File: config.mk
export PLATFORM = sky130hd
export DESIGN_NAME = prio_irq_encoder
export DESIGN_NICKNAME = d
export VERILOG_FILES = /design/src/rtl/enc_pkg.sv /design/src/rtl/prio_enc_comb.sv /design/src/rtl/prio_irq_encoder.sv
export SDC_FILE = /design/constraint.sdc
export NUM_CORES = 1
export LEC_CHECK = 0
export CORE_ASPECT_RATIO = 1.25
export CORE_MARGIN = 3
export CORE_UTILIZATION = 42
export CTS_CLUSTER_SIZE = 28
export DETAILED_ROUTE_END_ITERATION = 8
export PLACE_DENSITY = 0.76
export SYNTH_ARGS = -nofsm -noshare
export SYNTH_HDL_FRONTEND = slang
export SYNTH_SLANG_ARGS = --single-unit
File: constraint.sdc
create_clock -name clk -period 1.6 [get_ports clk]
set_input_delay 0.4 -clock clk [delete_from_list [all_inputs] [get_ports clk]]
set_output_delay 0.4 -clock clk [all_outputs]
set_load 0.02 [all_outputs]
File: src/rtl/enc_pkg.sv
// +----------------------------------------------------------------------+
// | enc_pkg: shared encoder FSM state constants and width helper.        |
// | Rev 1.0                                                              |
// +----------------------------------------------------------------------+
`default_nettype none

package enc_pkg;

  localparam logic [0:0] S_IDLE    = 1'b0;
  localparam logic [0:0] S_PRESENT = 1'b1;

  function automatic int clog2_f(input int n);
    int r;
    r = 0;
    while ((1 << r) < n) r = r + 1;
    return r;
  endfunction

endpackage

`default_nettype wire

File: src/rtl/prio_enc_comb.sv
// +----------------------------------------------------------------------+
// | prio_enc_comb: combinational rotated priority encoder.               |
// | Search starts at i_base going down and wraps to N-1. Rev 1.0         |
// +----------------------------------------------------------------------+
`default_nettype none

module prio_enc_comb
  import enc_pkg::*;
#(
  parameter int N = 8,
  localparam int IDW = clog2_f(N)
) (
  input  logic [N-1:0]   i_vec,
  input  logic [IDW-1:0] i_base,
  output logic [IDW-1:0] o_id,
  output logic           o_hit
);

  logic [N-1:0]           w_lo_mask;
  logic [N-1:0]           w_lo;
  logic [N-1:0]           w_sel;
  logic [N-1:0]           w_hi;
  logic [IDW-1:0][N-1:0]  w_bsel;

  // Indices at or below the base outrank the ones above it.
  assign w_lo  = i_vec & w_lo_mask;
  assign w_sel = (|w_lo) ? w_lo : i_vec;
  assign o_hit = |i_vec;

  generate
    for (genvar gi = 0; gi < N; gi++) begin : g_bit
      assign w_lo_mask[gi] = (IDW'(gi) <= i_base);
      assign w_hi[gi]      = w_sel[gi] & ~(|(w_sel >> (gi + 1)));
    end
    for (genvar gb = 0; gb < IDW; gb++) begin : g_idbit
      for (genvar gi = 0; gi < N; gi++) begin : g_term
        assign w_bsel[gb][gi] = w_hi[gi] & (((gi >> gb) & 1) != 0);
      end
      assign o_id[gb] = |w_bsel[gb];
    end
  endgenerate

endmodule

`default_nettype wire

File: src/rtl/prio_irq_encoder.sv
// +----------------------------------------------------------------------+
// | prio_irq_encoder: edge-captured interrupt latch with masked priority |
// | selection and valid/ack handshake. Option: ROUND_ROBIN_EN. Rev 1.0   |
// +----------------------------------------------------------------------+
`default_nettype none

module prio_irq_encoder
  import enc_pkg::*;
#(
  parameter int N = 8,
  localparam int IDW = clog2_f(N)
) (
  input  logic           clk,
  input  logic           rst,
  input  logic [N-1:0]   req,
  input  logic [N-1:0]   mask,
  output logic           irq_valid,
  output logic [IDW-1:0] irq_id,
  input  logic           irq_ack,
  output logic [N-1:0]   pending,
  output logic           any_pend
);

  localparam logic [IDW-1:0] c_LAST_ID = IDW'(N - 1);

  logic [N-1:0]   r_req_q;
  logic [N-1:0]   r_pending;
  logic [0:0]     r_state;
  logic [IDW-1:0] r_irq_id;
  logic           r_any_pend;

  logic [N-1:0]   w_set;
  logic [N-1:0]   w_clr;
  logic [N-1:0]   w_cand;
  logic [IDW-1:0] w_base;
  logic [IDW-1:0] w_win;
  logic           w_hit;
  logic           w_done;

  assign irq_valid = (r_state == S_PRESENT);
  assign irq_id    = r_irq_id;
  assign pending   = r_pending;
  assign any_pend  = r_any_pend;

  assign w_done = irq_valid & irq_ack;
  assign w_set  = req & ~r_req_q;
  assign w_clr  = w_done ? (N'(1) << r_irq_id) : '0;
  assign w_cand = r_pending & ~mask;

  prio_enc_comb #(.N(N)) u_enc (
    .i_vec  (w_cand),
    .i_base (w_base),
    .o_id   (w_win),
    .o_hit  (w_hit)
  );

`ifdef ROUND_ROBIN_EN
  logic [IDW-1:0] r_base;

  // The acked line drops to lowest priority for the next search.
  always_ff @(posedge clk or posedge rst) begin
    if (rst) begin
      r_base <= c_LAST_ID;
    end else if (w_done) begin
      r_base <= (r_irq_id == '0) ? c_LAST_ID : r_irq_id - 1'b1;
    end
  end

  assign w_base = r_base;
`else
  assign w_base = c_LAST_ID;
`endif

  always_ff @(posedge clk or posedge rst) begin
    if (rst) begin
      r_req_q    <= '0;
      r_pending  <= '0;
      r_state    <= S_IDLE;
      r_irq_id   <= '0;
      r_any_pend <= 1'b0;
    end else begin
      r_req_q    <= req;
      // Set is ORed after clear so a fresh edge survives its own ack.
      r_pending  <= (r_pending & ~w_clr) | w_set;
      r_any_pend <= |w_cand;
      case (r_state)
        S_IDLE: begin
          if (w_hit) begin
            r_state  <= S_PRESENT;
            r_irq_id <= w_win;
          end
        end
        S_PRESENT: begin
          if (irq_ack) r_state <= S_IDLE;
        end
        default: r_state <= S_IDLE;
      endcase
    end
  end

endmodule

`default_nettype wire
**Word-level counts from Yosys, hierarchy flattened**

Cells that the tools add are included.

- Bits in registers: 21
- Input bits: 19
- Output and inout port bits: 13
- Word-level logic and storage cells: 41

- Shift operators: 1
- Multiplexer cells: 4
- Bitwise operators: 21
- Reduce and logical (&&, ||, !) cells: 10

Operator list:

| operator | count |
|---|---|
| 8-bit AND | 3 |
| 8-bit NOT | 3 |
| 4-bit OR reduction | 4 |
| 8-bit two-way mux | 1 |
| 8-bit bitwise OR | 1 |
| 8-bit OR reduction | 1 |
| 1-bit by 3-bit left shift with 8-bit output, first input constant | 1 |
| 1-bit AND | 7 |
| 1-bit NOT | 7 |
| 6-bit OR reduction | 1 |
| 5-bit OR reduction | 1 |
| 3-bit OR reduction | 1 |
| 1-bit two-way mux | 2 |
| 1-bit case mux with 2 select lines | 1 |
| 2-bit AND reduction | 1 |
| 2-bit OR reduction | 1 |

**Depth between registers and ports, before layout**

Gate-level depths: netlist of run 1.

- Depth in word-level cells: 6
- Mapped depth: 4
- Mapped depth without buffers: 4

**Cells and area by module**

A second synthesis of run 1 with hierarchy kept.

- Cells, all modules: 114
- Area total of the unflattened synthesis: 1092.3 µm²

By module, submodules not included:

| module | instances | cells an instance | area an instance (µm²) | seq. area each (µm²) |
|---|---|---|---|---|
| prio_irq_encoder | 1 | 69 | 797.0 | 525.5 |
| prio_enc_comb | 1 | 45 | 295.3 | 0.0 |

**Worst setup path after synthesis of run 1**

OpenSTA, ideal clock, no wires.

- Path type: reg-to-reg
- From: reg r_pending[5], in the netlist pending[5]
- To: reg r_irq_id[0], in the netlist irq_id[0]
- Library setup time: 0.131 ns
- Arrival: 1.268 ns
- Data required time: 1.469 ns
- Path slack: 0.201 ns
- Stages on the path, launching flop included: 5
- Path buffers: 0
- Clock period less this slack: 1.399 ns
- Cell sequence: dfrtp_1 nor2b_4 a2111oi_4 a31oi_1 mux2i_1

- Cells in the longest elaborated chain, start to end: 5
- Elaborated cells on any way between the ends: 11
- Those cells by class: bitwise: 6; reduce/logical: 5

Ends and longest elaborated chain:

| what | line | text |
|---|---|---|
| start, declared | prio_irq_encoder.sv:27 | `logic [N-1:0] r_pending;` |
| start signal, assigned | prio_irq_encoder.sv:84 | `r_pending <= (r_pending & ~w_clr) \| w_set;` |
| 8-bit AND (*) | prio_irq_encoder.sv:48 | `assign w_cand = r_pending & ~mask;` |
| 6-bit OR reduction or 4-bit OR reduction (tied branches) | prio_enc_comb.sv:33 | `assign w_hi[gi] = w_sel[gi] & ~(\|(w_sel >> (gi + 1)));` |
| 1-bit NOT | prio_enc_comb.sv:33 |  |
| 1-bit AND | prio_enc_comb.sv:33 |  |
| 4-bit OR reduction | prio_enc_comb.sv:39 | `assign o_id[gb] = \|w_bsel[gb];` |
| end signal, assigned | prio_irq_encoder.sv:90 | `r_irq_id <= w_win;` |
| end, declared | prio_irq_encoder.sv:29 | `logic [IDW-1:0] r_irq_id;` |

Mark *: on every way between the ends. The rest lies on a longest branch, timed or not.
A chain may end at the register's enable or synchronous reset.

**Worst setup path in the final report of run 1**

- From: reg r_pending[4], in the netlist pending[4]
- To: out pending[4]

RTL lines:

| what | line | text |
|---|---|---|
| end, declared | prio_irq_encoder.sv:20 | `output logic [N-1:0] pending,` |

No word-level cell between the ends.

==> impl_metrics.toml, run 1 <==
[run_status]
outcome = "finished clean"

[run]
max_cap_violations = 0

[clocking]
clk-insertion-delay-late_ns = 0.31
clock_sinks = 21
postCtsSetupRepairBufs = 0
cts_root_buf = "clkbuf_4"
clk_pin_slew_ns = 0.11
cts_tree = "done"
cts_buffer_depth = 2
htreeDepth = 1
cts_resized = 13
hold_buffers = 0
cts_buffers = 3

[critical_path]
cp_slowest_cell = "dfrtp_1"
path_cells = "dlygate4sd2_1"
crit_path_max_fanout = 4
cp-start-kind = "flop"
cp.arrival_ns = 1.10
crit_family = "flip-flops"
critical_path.startpoint = "pending[4]"
max_stage_delay_ns = 0.44
crit_buf_inv = 1
r2r_start = "pending[6]"
cp.required_ns = 1.20
cp-end-kind = "output port"
crit_type = "reg2out"

[pwr]
powerDensity_nw_per_um2 = 1072
peakVddDrop_mv = 0.7110
total_power_uw = 1353
leakage_uw = 0.0005546

[synthesis]
synth_common_cells = "21 x dfrtp_1, 14 x inv_1, 12 x o21ai_0"
ys_warn_count = 0
synth_area_per_cell_um2 = 10.78
yosys.cell_count.top_type = "dfrtp_1"
synthesis.instances = 80
mappedNetlistArea_um2 = 862.1
ys_top_cells_by_area = "dfrtp_1 61%, o21ai_0 7.0%, inv_1 6.1%"
synthFlopType = "dfrtp_1"
synth_edf_count = 0
ys_seq_area_share_pct = 60.96
synth_top_area_cell = "dfrtp_1"
synth-async-reset-ratio_pct = 100.0
syn_nets = 99
netlist.area_leader.share_pct = 60.96
yosys_register_bits = 21
synth.distinct_cells = 19

[drt]
drt_iter0_drc = 12
antenna_left = 0
wl_um = 1826
drc_errors = 0
routed_via_density = 5.092
drt_pre_antenna_iters = 4
routedWlPerCell_um = 12.95
via_count = 718

[timing]
rsz0062_at_grt = "no"
fmax_ghz = 0.6676
setup_viol = 0
fin_tns_setup_ns = 0
fin_crit_ns = 1.498
period_share_pct = 93.61
hold_violations = 0
maxSlewHeadroom_pct = 77.40
final_max_slew_viol_count = 0
tightest_slew_ns = 0.3390
fin_worst_skew_ns = 0.0009260

[placed_design]
dp.cells = 137
dpl_cell_area_um2 = 1252
routabilityCongestion = 0.7721
io_buffers = 31
hpwl_um = 1487

[die]
die_w_um = 46.52
start_util_pct = 46.59
io_pins = 32
core-area_um2 = 1851
rows = 17
dieArea_um2 = 2636
dieHeight_um = 56.66

[layout]
finalNonFillerCells = 141
drive_above_1_share_pct = 10.66
num_antenna_cells = 0
design_area_um2 = 1262
syn2layout_area_growth_pct = 46.44
postLayoutCoreUtil_pct = 68.22
fin_nets = 142

[grt]
grt_pass1_wl_um = 3249
antenna_found_initial = 0
grt_pass1_vias = 768
grt_util_all_layers_pct = 16.88
grt_max_degree = 22
grt.overflow.total = 0

[worst_hold_path]
hold_path.class = "in2async"
## cells by family (layout without fill, tap and decap cells)
| logic type | Yosys count | in the layout | share of synthesized area (%) |
|---|---|---|---|
| AND/OR/NAND/NOR | 16 | 16 | 10.88 |
| buffers and inverters | 15 | 57 | 6.531 |
| multiplexers | 1 | 1 | 1.161 |
| flip-flops | 21 | 21 | 60.96 |
| AO/OA/AOI/OAI | 27 | 27 | 20.46 |
## worst reg2reg max path, delay by kind of cell, from the launching register on
kind | cells | cell delay (ns)
AOI/OAI and AO/OA | 2 | 0.45
and+or+nand+nor | 2 | 0.30
buffers and inverters | 1 | 0.14
DFF | 1 | 0.41
## sequential cells by signal (all words and copies together), names as in the netlist
signal and count:
any_pend 1, irq_id 3, irq_valid 1, pending 8
r_req_q 8
## area by class of cell
cell class,count,area [um2]
tap,19,23.77
sequential,21,525.5
clock buffer,4,26.28
fill,163,588.1
timing repair buffer,39,354.1
multi-input combinational,44,280.3
inverter,14,52.55
## where the power goes
| part | internal [uW] | switching [uW] | leakage, uW |
|---|---|---|---|
| sequential | 600 | 46.1 | 0.000223 |
| clock | 97.5 | 157 | 0.0000150 |
| combinational | 208 | 244 | 0.000317 |
## path summary, 6_finish.rpt
path                               to  slack [ns]  depth (start not counted)
max                        pending[4]        0.10                          1
min                        pending[3]        0.42                          3
max reg2reg                 irq_valid        0.20                          5
min reg2reg                pending[4]        0.43                          1
max in group asynchronous  pending[1]        0.98                          3
min in group clk           pending[4]        0.43                          1
## metrics by stage
| step | setup WS, ns | hold slack, ns |
|---|---|---|
| floorplan | 0.2011 | 0.3765 |
| global placement | -0.1898 | 0.3960 |
| detailed placement | -0.2283 | 0.4137 |
| CTS | 0.08711 | 0.4289 |
| global route | 0.03877 | 0.4391 |
| finish | 0.1022 | 0.4161 |
## layout by cell type (no fill, tap or decap)
cell	netlist	routed
nor2b_4	1	1
nand3_1	3	3
a21o_1	1	1
o31ai_1	2	2
mux2i_1	1	1
o21ai_1	2	2
dfrtp_1	21	21
nand2b_1	2	2
a211oi_1	2	2
nor2b_1	6	6
clkbuf_4	0	3
nand2_1	4	4
o21ai_0	12	12
dlygate4sd2_1	0	13
clkbuf_1	1	1
clkdlybuf4s50_1	0	18
a2111oi_4	1	1
o21a_1	1	1
a21oi_1	3	3
o22ai_1	2	2
a31oi_1	1	1
inv_1	14	14
buf_4	0	8
## layer usage
layer  GRT usage (%)  routed length, um
met1           21.11                736
met2           27.95                960
met3           1.923                 83
met4           7.317                 46
met5               0                  0
No activity file was read; power rests on OpenSTA's default activity.
==> run 2, diff against run 1 <==
--- a/config.mk
+++ b/config.mk
@@ -5,12 +5,14 @@
 export SDC_FILE = /design/constraint.sdc
 export NUM_CORES = 1
 export LEC_CHECK = 0
+export ABC_CLOCK_PERIOD_IN_PS = 1600
 export CORE_ASPECT_RATIO = 1.25
 export CORE_MARGIN = 3
 export CORE_UTILIZATION = 42
 export CTS_CLUSTER_SIZE = 28
 export DETAILED_ROUTE_END_ITERATION = 8
 export PLACE_DENSITY = 0.76
+export SLEW_MARGIN = 20
 export SYNTH_ARGS = -nofsm -noshare
 export SYNTH_HDL_FRONTEND = slang
 export SYNTH_SLANG_ARGS = --single-unit
==> results of run 2 <==
The final DEF is identical to that of run 1; final timing and power are the same.
